==> config.mk <==
export PLATFORM = sky130hd
export DESIGN_NAME = nand_bit_deserializer_flat
export DESIGN_NICKNAME = d
export VERILOG_FILES = /design/src/rtl/nand_bit_deserializer_if.sv /design/src/rtl/nand_bit_deserializer.sv /design/src/flat_wrapper.sv
export SDC_FILE = /design/constraint.sdc
export NUM_CORES = 1
export LEC_CHECK = 0
export CELL_PAD_IN_SITES_DETAIL_PLACEMENT = 0
export CELL_PAD_IN_SITES_GLOBAL_PLACEMENT = 1
export CORE_MARGIN = 3
export CORE_UTILIZATION = 50
export DETAILED_ROUTE_END_ITERATION = 8
export DONT_BUFFER_PORTS = 1
export PLACE_DENSITY = 0.89
export SLEW_MARGIN = 20
export SYNTH_ARGS = -nofsm -noshare
export SYNTH_HDL_FRONTEND = slang
export SYNTH_SLANG_ARGS = --single-unit
==> constraint.sdc <==
create_clock -name clk -period 2.49 [get_ports clk]
set_input_delay 0.1245 -clock clk [delete_from_list [all_inputs] [get_ports clk]]
set_output_delay 0.1245 -clock clk [all_outputs]
set_load 0.05 [all_outputs]
==> src/rtl/nand_bit_deserializer_if.sv <==
// Word-side valid/ready port of the NAND bit deserializer.
// The master drives the assembled word. The slave consumes it.
interface nand_bit_deserializer_if #(
    parameter int unsigned WIDTH = 8
);
    logic [WIDTH-1:0] word_out;
    logic             word_valid;
    logic             word_ready;

    modport master (
        output word_out,
        output word_valid,
        input  word_ready
    );

    modport slave (
        input  word_out,
        input  word_valid,
        output word_ready
    );
endinterface

==> src/rtl/nand_bit_deserializer.sv <==
// Packs the NAND pipeline's 1-bit result stream into WIDTH-bit words behind a single-entry output slot.
// The serial side never stalls: a completed word that cannot be stored is dropped and flagged in overflow.
module nand_bit_deserializer #(
    parameter int unsigned WIDTH     = 8,
    parameter bit          LSB_FIRST = 1'b1
) (
    input  logic                     clk,
    input  logic                     rst,
    input  logic                     bit_in,
    input  logic                     bit_valid,
    input  logic                     resync,
    output logic [$clog2(WIDTH):0]   fill_count,
    output logic                     overflow,
    input  logic                     overflow_clr,
    nand_bit_deserializer_if.master  wp
);
    localparam int unsigned CW = $clog2(WIDTH) + 1;

    typedef enum logic {EMPTY, FULL} slot_t;

    slot_t             state, state_nx;
    logic [WIDTH-1:0]  shreg, shreg_nx, shifted;
    logic [WIDTH-1:0]  word_q, word_nx;
    logic [CW-1:0]     cnt, cnt_nx;
    logic              ovf_q, ovf_nx;
    logic              accept, complete, drop;

    assign accept   = bit_valid & ~resync;
    assign complete = accept && (cnt == CW'(WIDTH - 1));
    assign shifted  = LSB_FIRST ? {bit_in, shreg[WIDTH-1:1]}
                                : {shreg[WIDTH-2:0], bit_in};

    always_ff @(posedge clk or negedge rst) begin
        if (!rst) begin
            state  <= EMPTY;
            shreg  <= '0;
            word_q <= '0;
            cnt    <= '0;
            ovf_q  <= 1'b0;
        end else begin
            state  <= state_nx;
            shreg  <= shreg_nx;
            word_q <= word_nx;
            cnt    <= cnt_nx;
            ovf_q  <= ovf_nx;
        end
    end

    always_comb begin
        shreg_nx = shreg;
        cnt_nx   = cnt;
        state_nx = state;
        word_nx  = word_q;
        drop     = 1'b0;

        if (resync) begin
            shreg_nx = '0;
            cnt_nx   = '0;
        end else if (accept) begin
            shreg_nx = shifted;
            cnt_nx   = complete ? '0 : cnt + CW'(1);
        end

        // A handshake on the completing edge frees the slot just in time to take the new word.
        unique case (state)
            EMPTY: begin
                if (complete) begin
                    state_nx = FULL;
                    word_nx  = shifted;
                end
            end
            FULL: begin
                if (complete) begin
                    if (wp.word_ready) word_nx = shifted;
                    else               drop    = 1'b1;
                end else if (wp.word_ready) begin
                    state_nx = EMPTY;
                end
            end
            default: state_nx = EMPTY;
        endcase

        ovf_nx = drop ? 1'b1 : (overflow_clr ? 1'b0 : ovf_q);
    end

    assign wp.word_out   = word_q;
    assign wp.word_valid = (state == FULL);
    assign fill_count    = cnt;
    assign overflow      = ovf_q;
endmodule

==> src/flat_wrapper.sv <==
// flat-port wrapper written by rule: the top's interface ports become plain ports
module nand_bit_deserializer_flat 
#(
    parameter int unsigned WIDTH     = 8,
    parameter bit          LSB_FIRST = 1'b1
)
  (clk, rst, bit_in, bit_valid, resync, fill_count, overflow, overflow_clr, wp_word_out, wp_word_valid, wp_word_ready);
  nand_bit_deserializer_if #(.WIDTH(WIDTH)) wp_i ();
  input  logic clk;
  input  logic rst;
  input  logic bit_in;
  input  logic bit_valid;
  input  logic resync;
  output logic [$clog2(WIDTH):0] fill_count;
  output logic overflow;
  input  logic overflow_clr;
  output wire logic [$bits(wp_i.word_out)-1:0] wp_word_out;
  output wire logic [$bits(wp_i.word_valid)-1:0] wp_word_valid;
  input wire logic [$bits(wp_i.word_ready)-1:0] wp_word_ready;
  assign wp_word_out = wp_i.word_out;
  assign wp_word_valid = wp_i.word_valid;
  assign wp_i.word_ready = wp_word_ready;
  nand_bit_deserializer #(.WIDTH(WIDTH), .LSB_FIRST(LSB_FIRST)) u_core (.clk(clk), .rst(rst), .bit_in(bit_in), .bit_valid(bit_valid), .resync(resync), .fill_count(fill_count), .overflow(overflow), .overflow_clr(overflow_clr), .wp(wp_i));
endmodule
# Word level (Yosys, flattened, before mapping)
# Index checks and enable logic that the tools add are counted.
dict set report word_totals {
  input_bits 7
  elab_cells 34
  ff_bits 22
  out_inout_bits 14
  romBits 0
  ram_bits 0
  mem_count 0
  latchBits 0
}
dict set report classes {
  shifts 0
  n_lt_le_gt_ge 0
  n_mux 17
  div_mod_pow 0
  addsub 1
  eq_ne 4
  n_mul 0
  bitwise 3
  reduce_logical 4
}
# cell count
set op_table {}
lappend op_table {{$mux 8} 5}
lappend op_table {{$pmux 8 s2} 1}
lappend op_table {{$mux 4} 3}
lappend op_table {{$mux 1} 7}
lappend op_table {{$add 4x1->4 const B} 1}
lappend op_table {{$eq 4x3->1 const B} 1}
lappend op_table {{$ne 2x2->1 const B} 2}
lappend op_table {{$reduce_bool 2->1} 2}
lappend op_table {{$reduce_and 3->1} 1}
lappend op_table {{$ne 2x1->1 const B} 1}
lappend op_table {{$not 1->1} 2}
lappend op_table {{$pmux 1 s2} 1}
lappend op_table {{$and 1x1->1} 1}
lappend op_table {{$logic_and 1x1->1} 1}

# Depth between registers and ports, before layout
# Gate-level depths: netlist of run 1.
dict set report depth {
  depth_word 6
  mapped_depth 4
  mapped_depth_nobuf 4
}

# Worst setup path after synthesis of run 1
# OpenSTA, ideal clock, no wires.
dict set report synth_timing {
  path_kind {register -> register}
  from {register u_core.cnt[0] (netlist: u_core.fill_count[0])}
  to {register u_core.word_q[7] (netlist: u_core.wp.word_out[7])}
  setup_time_ns 0.125
  period_less_slack_ns 1.968
  stages_incl_launch_ff 5
  path_slack_ns 0.522
  t_arrival_ns 1.843
  path_cell_list {dfrtp_1 > ha_1 > nand2_1 > nor4b_4 > mux2_2}
}
dict set report synth_between {
  elab_chain_cells 4
}
# element line
set synth_lines {}
lappend synth_lines {{from (decl)} nand_bit_deserializer.sv:24} ;# logic [CW-1:0] cnt, cnt_nx;
lappend synth_lines {{from (signal assigned)} nand_bit_deserializer.sv:44} ;# cnt <= cnt_nx;
lappend synth_lines {{$eq 4x3->1 *} nand_bit_deserializer.sv:29} ;# assign complete = accept && (cnt == CW'(WIDTH - 1));
lappend synth_lines {{$logic_and 1x1->1 *} nand_bit_deserializer.sv:29}
lappend synth_lines {{$ne 2x2->1 (no line) / $ne 2x1->1 (equally long branches)} -}
lappend synth_lines {{$reduce_and 3->1 (no line) *} -}
lappend synth_lines {{to (signal assigned)} nand_bit_deserializer.sv:43} ;# word_q <= word_nx;
lappend synth_lines {{to (decl)} nand_bit_deserializer.sv:23} ;# logic [WIDTH-1:0] word_q, word_nx;
# Every way passes the cells marked *; elsewhere a longest branch is shown, timed or not.
# A chain may end at the register's enable or synchronous reset.

# Worst setup path in the final report of run 1
dict set report layout_timing {
  from {register u_core.cnt[3] (netlist: u_core.fill_count[3])}
  to {register u_core.word_q[1] (netlist: u_core.wp.word_out[1])}
}
# The elaborated chain is that of the path after synthesis.

==> results of run 1 <==
## stage by stage
stage          instance area [um2]  worst slack (ns)  hold WS (ns)
2_1_floorplan                853.3            0.5222       -0.1711
3_3_place_gp                 887.1            0.6028       -0.1706
3_5_place_dp                 887.1            0.5730       -0.1706
4_1_cts                      973.4            0.5522      0.006233
5_1_grt                      973.4            0.4583      0.008994
6_report                     973.4            0.5683      0.009647
## worst reg2reg max path, cell delays in order (launching register included)
cell and delay (ns):
dfrtp_1 0.59, nand2b_1 0.29, nor4b_4 0.53, mux2_2 0.41
## cell families after synthesis
| family | count (synthesis) | share of synthesized area (%) |
|---|---|---|
| fa+ha+maj | 1 | 1.466 |
| buf+inv | 3 | 1.465 |
| xor+xnor | 2 | 2.053 |
| compound gates | 2 | 1.320 |
| simple gates | 19 | 12.17 |
| flops | 21 | 61.58 |
| mux | 16 | 19.94 |
## cell usage after synthesis
master / number / area [um2]
clkbuf_1: 1 / 3.750
ha_1: 1 / 12.51
or3_1: 2 / 12.51
nand2b_1: 2 / 12.51
nand2_1: 3 / 11.26
nor2_1: 10 / 37.54
mux2i_1: 8 / 80.08
nor4b_4: 1 / 23.77
buf_2: 1 / 5.000
inv_1: 1 / 3.750
a21oi_1: 1 / 5.000
nand4_1: 1 / 6.260
o22ai_1: 1 / 6.260
mux2_2: 8 / 90.09
xnor2_1: 1 / 8.760
dfrtp_1: 21 / 525.5
xor2_1: 1 / 8.760
## report_power, final
| group | total (uW) | leakage [uW] | internal (uW) | switching (uW) |
|---|---|---|---|---|
| registers | 350 | 0.000291 | 346 | 3.83 |
| logic | 51.2 | 0.000188 | 18.5 | 32.7 |
| clock network | 158 | 0.0000150 | 62.4 | 96.0 |
## layer usage
metal,vias up,track usage [%],part of all wire (%)
li1,239,-,-
met1,235,19.37,44
met2,12,23.26,50
met3,2,3.448,5.4
met4,0,6.630,0.71
met5,-,0,0
## final timing paths
check | startpoint | end | cells after the start
min | bit_valid | u_core.fill_count[1]$_DFFE_PN0P_ | 2
min in group asynchronous | rst | u_core.overflow$_DFFE_PN0P_ | 1
min reg2reg | u_core.shreg[1]$_DFFE_PN0P_ | u_core.wp.word_out[0]$_DFFE_PN0P_ | 1
max in group asynchronous | rst | u_core.shreg[4]$_DFFE_PN0P_ | 1
max | u_core.fill_count[3]$_DFFE_PN0P_ | u_core.wp.word_out[1]$_DFFE_PN0P_ | 3
max reg2reg | u_core.fill_count[3]$_DFFE_PN0P_ | u_core.wp.word_out[1]$_DFFE_PN0P_ | 3
## final cells by class
cell class / instances / area [um2] / share of cell area (%)
clock buffers: 4 / 26.28 / 2.699
flip-flops and latches: 21 / 525.5 / 53.98
repair buffers: 9 / 82.58 / 8.483
well taps: 16 / 20.02 / 2.057
inverters: 1 / 3.754 / 0.3856
multi-input cells: 40 / 315.3 / 32.39
## sequential cells by signal, indices dropped and copies added, names as in the netlist
signal                cells
u_core.fill_count         4
u_core.overflow           1
u_core.wp.word_valid      1
u_core.wp.word_out        8
u_core.shreg              7
==> reports/qor.csv, run 1 <==
stage,metric,value,unit
finish,nNetsFinal,84,
finish,fillers,142,
global_route,grt_overflow,0,
critical_path,cp_top_family,simple AND/OR/NAND/NOR gates,
global_route,grt_max_degree,22,
die,ios,21,
clock_network,clock_latency,0.30,ns
clock_network,cts_root_buf,clkbuf_4,
finish,final_cell_mix,"21 x dfrtp_1, 10 x nor2_1, 8 x mux2i_1, 8 x mux2_2, 6 x dlygate4sd3_1",
timing,fmax,520.4,MHz
die,rows,14,
global_route,antenna_found_initial,0,
timing,tightest_slew,0.8785,ns
die,initial_core_util,54.74,%
timing,min_period,1.922,ns
critical_path,cpPeakStageDelay,0.59,ns
timing,fin_crit_sh,77.18,%
critical_path,end_kind,flop,
clock_network,tritoncts,yes,
logic_synthesis,synth_nets,72,
placed_design,dpl.cell_count,81,
finish,layout-drive-gt1-share,20.00,%
logic_synthesis,yosys_warnings,0,
clock_network,h-tree-depth,1,
flow_run,drv_cap,0,
logic_synthesis,seq_area_frac_synth,61.58,%
timing,hold_viol,0,
logic_synthesis,syn_area,853.3,um2
critical_path,critPathRequiredTime,2.68,ns
timing,relSlewSlack,41.24,%
route,viasPerCell,5.363,
logic_synthesis,synth_area_per_cell,13.33,um2
finish,instances_no_fill,91,
die,die_w,47.31,um
route,vias,488,
die,die_height,47.31,um
clock_network,numCtsBuffers,3,
clock_network,ctsHoldBuffers,6,
route,wl,1.407,mm
power,ir_drop,358.3,uV
logic_synthesis,yosysUniqueCellTypes,17,
route,drt_iter0_markers,3,
critical_path,crit_slowest_cell,dfrtp_1,
global_route,grt_pass1_vias,513,
clock_network,cts_setup_buffers,0,
die,coreArea,0.001559,mm2
clock_network,clkTransAtPathRegs,0.11,ns
min_path,hold_path_class,primary input to flop,
timing,slew_violations,0,
critical_path,cp_max_fo,8,
timing,setup_viol,0,
finish,area_growth,14.08,%
clock_network,clockBufferDepth,2,
critical_path,reg2reg_slack,0.57,ns
route,routedWlPerCell,15.46,um
power,design_power_total,559.6,uW
logic_synthesis,syn_inst,64,
global_route,grt_use_total,14.81,%
global_route,grt_pass1_wl,2.297,mm
power,powerDensity,574.9,mW/mm2
critical_path,path_buf_inv,0,
finish,final_util,62.44,%
critical_path,critPathLaunchType,flop,
run_status,outcome,"finished, final reports clean",
clock_network,cts_resized,0,
finish,layout_commonest_cell,dfrtp_1,
clock_network,clock-sinks,21,
placed_design,io_buffer_count,0,
critical_path,crit_chain,nand2b_1 > nor4b_4 > mux2_2,
critical_path,worst-setup-path-type,flop to flop,
timing,fin_skew,0.001428,ns
placed_design,place_congestion,0.6546,
timing,setup_tns,0,ns
route,dr.pass1.iters,4,
timing,rsz0062_at_grt,no,
power,cellLeakagePower,0.0004935,uW
logic_synthesis,ys_seq_elements,21,
finish,antennaDiodeCount,0,
route,ant_nets,0,
critical_path,arrival,2.11,ns
die,dieArea,0.002238,mm2
route,drc,0,
No activity file was read; power rests on OpenSTA's default activity.
==> inputs of run 2 (changes only) <==
- CORE_UTILIZATION: 50 -> 46
- PLACE_DENSITY: 0.89 -> 0.84
- clock period: 2.49 -> 1.9 ns (I/O delays scaled with it)
==> run 2 against run 1 <==
Net effect: clock-buffer cell count is the same; critical path type unchanged; sequential share of layout area shrank 1.6 points; hold slack is essentially flat; total power grew 32%; maximum frequency grew 21%; clock skew grew 0.0091 ns.
==> reports/qor.csv, run 2 (same netlist as run 1, synthesis figures left out) <==
stage,metric,value,unit
timing,hold_viol,0,
route,drc,0,
critical_path,timing.rr.start,u_core.fill_count[1]$_DFFE_PN0P_,
route,ant_nets,0,
route,wl,1.493,mm
die,dieArea,0.002408,mm2
power,pwr-share-clk,27.9,%
clock_network,h-tree-depth,1,
power,seq_power_share,62.4,%
timing,setup_tns,0,ns
power,cellLeakagePower,0.0005057,uW
clock_network,clockBufferDepth,2,
power,ir_drop,465.1,uV
critical_path,crit_chain,ha_1 > nand2_1 > nor4b_4 > buf_4 > mux2_2,
critical_path,reg2reg_depth,5,
timing,rsz0062_at_grt,no,
placed_design,place_area,922.1,um2
global_route,grt_pass1_wl,2.484,mm
finish,antennaDiodeCount,0,
clock_network,cts_resized,0,
flow_run,drv_cap,0,
finish,instances_no_fill,102,
die,rows,14,
route,dr.pass1.iters,4,
power,powerDensity,730.7,mW/mm2
placed_design,dp.final_hpwl,1.035,mm
critical_path,cp_max_fo,8,
global_route,grt_use_total,13.76,%
global_route,grt_max_degree,22,
placed_design,io_buffer_count,0,
critical_path,critPathLaunchType,flop,
finish,post-route-cell-area,0.001008,mm2
finish,final_util,61.90,%
timing,fmax,627.9,MHz
finish,largest_register_ffs,8,
die,ios,21,
clock_network,cts_setup_buffers,0,
clock_network,tritoncts,yes,
timing,relSlewSlack,39.08,%
power,design_power_total,736.9,uW
timing,fin_skew,0.01055,ns
critical_path,reg2reg_to,u_core.wp.word_out[5]$_DFFE_PN0P_,
timing,fin_crit_sh,83.82,%
finish,layout-drive-gt1-share,25.64,%
finish,layout_commonest_cell,dfrtp_1,
finish,register_area,528.0,um2
critical_path,worst-setup-path-type,flop to flop,
placed_design,place_congestion,0.7149,
critical_path,critPathRequiredTime,2.08,ns
clock_network,clkTransAtPathRegs,0.11,ns
die,die_height,49.07,um
clock_network,numCtsBuffers,3,
placed_design,dpl.cell_count,92,
timing,tightest_slew,0.9108,ns
route,routedWlPerCell,14.64,um
route,viasPerCell,5.088,
finish,fillers,141,
global_route,grt_overflow,0,
min_path,hp-start,wp_word_ready,
finish,final_cell_mix,"19 x dfrtp_1, 10 x nor2_1, 8 x mux2i_1, 8 x mux2_2",
critical_path,crit_slowest_cell,dfrtp_2,
global_route,antenna_found_initial,0,
run_status,outcome,"finished, final reports clean",
route,vias,519,
min_path,holdPathEnd,u_core.wp.word_valid$_DFF_PN0_,
die,die_w,49.07,um
critical_path,cpPeakStageDelay,0.38,ns
timing,setup_viol,0,
timing,slew_violations,0,
clock_network,clock_latency,0.30,ns
power,p_switching,174.0,uW
power,p_sw_share,23.62,%
route,drt_iter0_markers,5,
critical_path,reg2reg_slack,0.31,ns
global_route,grt_pass1_vias,541,
power,intPower,562.8,uW
power,pwr-share-comb,9.7,%
min_path,hold_depth,2,
die,initial_core_util,52.38,%
clock_network,clock-sinks,21,
critical_path,arrival,1.78,ns
die,coreArea,0.001629,mm2
finish,area_growth,18.18,%
finish,nNetsFinal,87,
finish,multiInputGateArea,315.3,um2
clock_network,cts_root_buf,clkbuf_4,
min_path,hold_path_class,primary input to flop,
critical_path,end_kind,flop,
timing,min_period,1.592,ns
-- run 2: changes by cell type in the layout (fill, tap and decap cells not counted), sizes merged --
cell / change
buf: +3
-- run 2: power groups by stage --
stage          Sequential, uW  Combinational (uW)  Clock [uW]
3_5_place_dp              469                45.1           0
2_1_floorplan             486                23.3           0
3_3_place_gp              468                43.8           0
4_1_cts                   460                72.7         216
6_report                  460                71.7         206
5_1_grt                   461                76.8         235
-- run 2: area by class of cell --
class | count | share of cell area, %
Clock buffer | 4 | 2.605
Inverter | 1 | 0.3722
Multi-Input combinational cell | 40 | 31.27
Sequential cell | 21 | 52.36
Tap cell | 24 | 2.978
Timing Repair Buffer | 12 | 10.42
-- run 2: through the flow --
step | setup WS [ns] | hold WS, ns
after detailed placement | 0.3336 | -0.2001
after global routing | 0.2541 | 0.02619
after global placement | 0.3793 | -0.2001
after CTS | 0.3057 | 0.008323
after floorplan | 0.09768 | -0.2006
final | 0.3075 | 0.01002
-- run 2: worst max-delay path: cells and delay by family, from the launching register on --
family / cells / cell delay [ns]
adders and majority gates: 1 / 0.16
muxes: 1 / 0.34
buffers and inverters: 1 / 0.21
DFF: 1 / 0.38
and+or+nand+nor: 2 / 0.39
-- run 2: worst max path at each step --
| stage | start | endpoint | slack [ns] | cells after the start |
|---|---|---|---|---|
| final | u_core.fill_count[1]$_DFFE_PN0P_ | u_core.wp.word_out[5]$_DFFE_PN0P_ | 0.31 | 5 |
| after global placement | u_core.fill_count[1]$_DFFE_PN0P_ | u_core.wp.word_out[4]$_DFFE_PN0P_ | 0.38 | 5 |
| after CTS | u_core.fill_count[1]$_DFFE_PN0P_ | u_core.wp.word_out[1]$_DFFE_PN0P_ | 0.31 | 5 |
| after detailed placement | u_core.fill_count[1]$_DFFE_PN0P_ | u_core.wp.word_out[1]$_DFFE_PN0P_ | 0.33 | 5 |
| after global routing | u_core.fill_count[1]$_DFFE_PN0P_ | u_core.wp.word_out[5]$_DFFE_PN0P_ | 0.25 | 5 |
| after floorplan | u_core.fill_count[0]$_DFFE_PN0P_ | u_core.wp.word_out[7]$_DFFE_PN0P_ | 0.1 | 4 |
-- run 2: per-layer routing --
layer / track usage [%] / up-vias / share of wire, %
met5: 0 / - / 0
met1: 17.62 / 254 / 48
met2: 20.09 / 18 / 45
li1: - / 245 / -
met3: 4.281 / 2 / 6.0
met4: 8.531 / 0 / 1.1
-- run 2: repair_timing --
item | 4_1_cts | 5_1_grt
hold buffers | 6 | 0
endpoints found under the hold margin | 35 | 0
setup endpoints to repair | 0 | 0
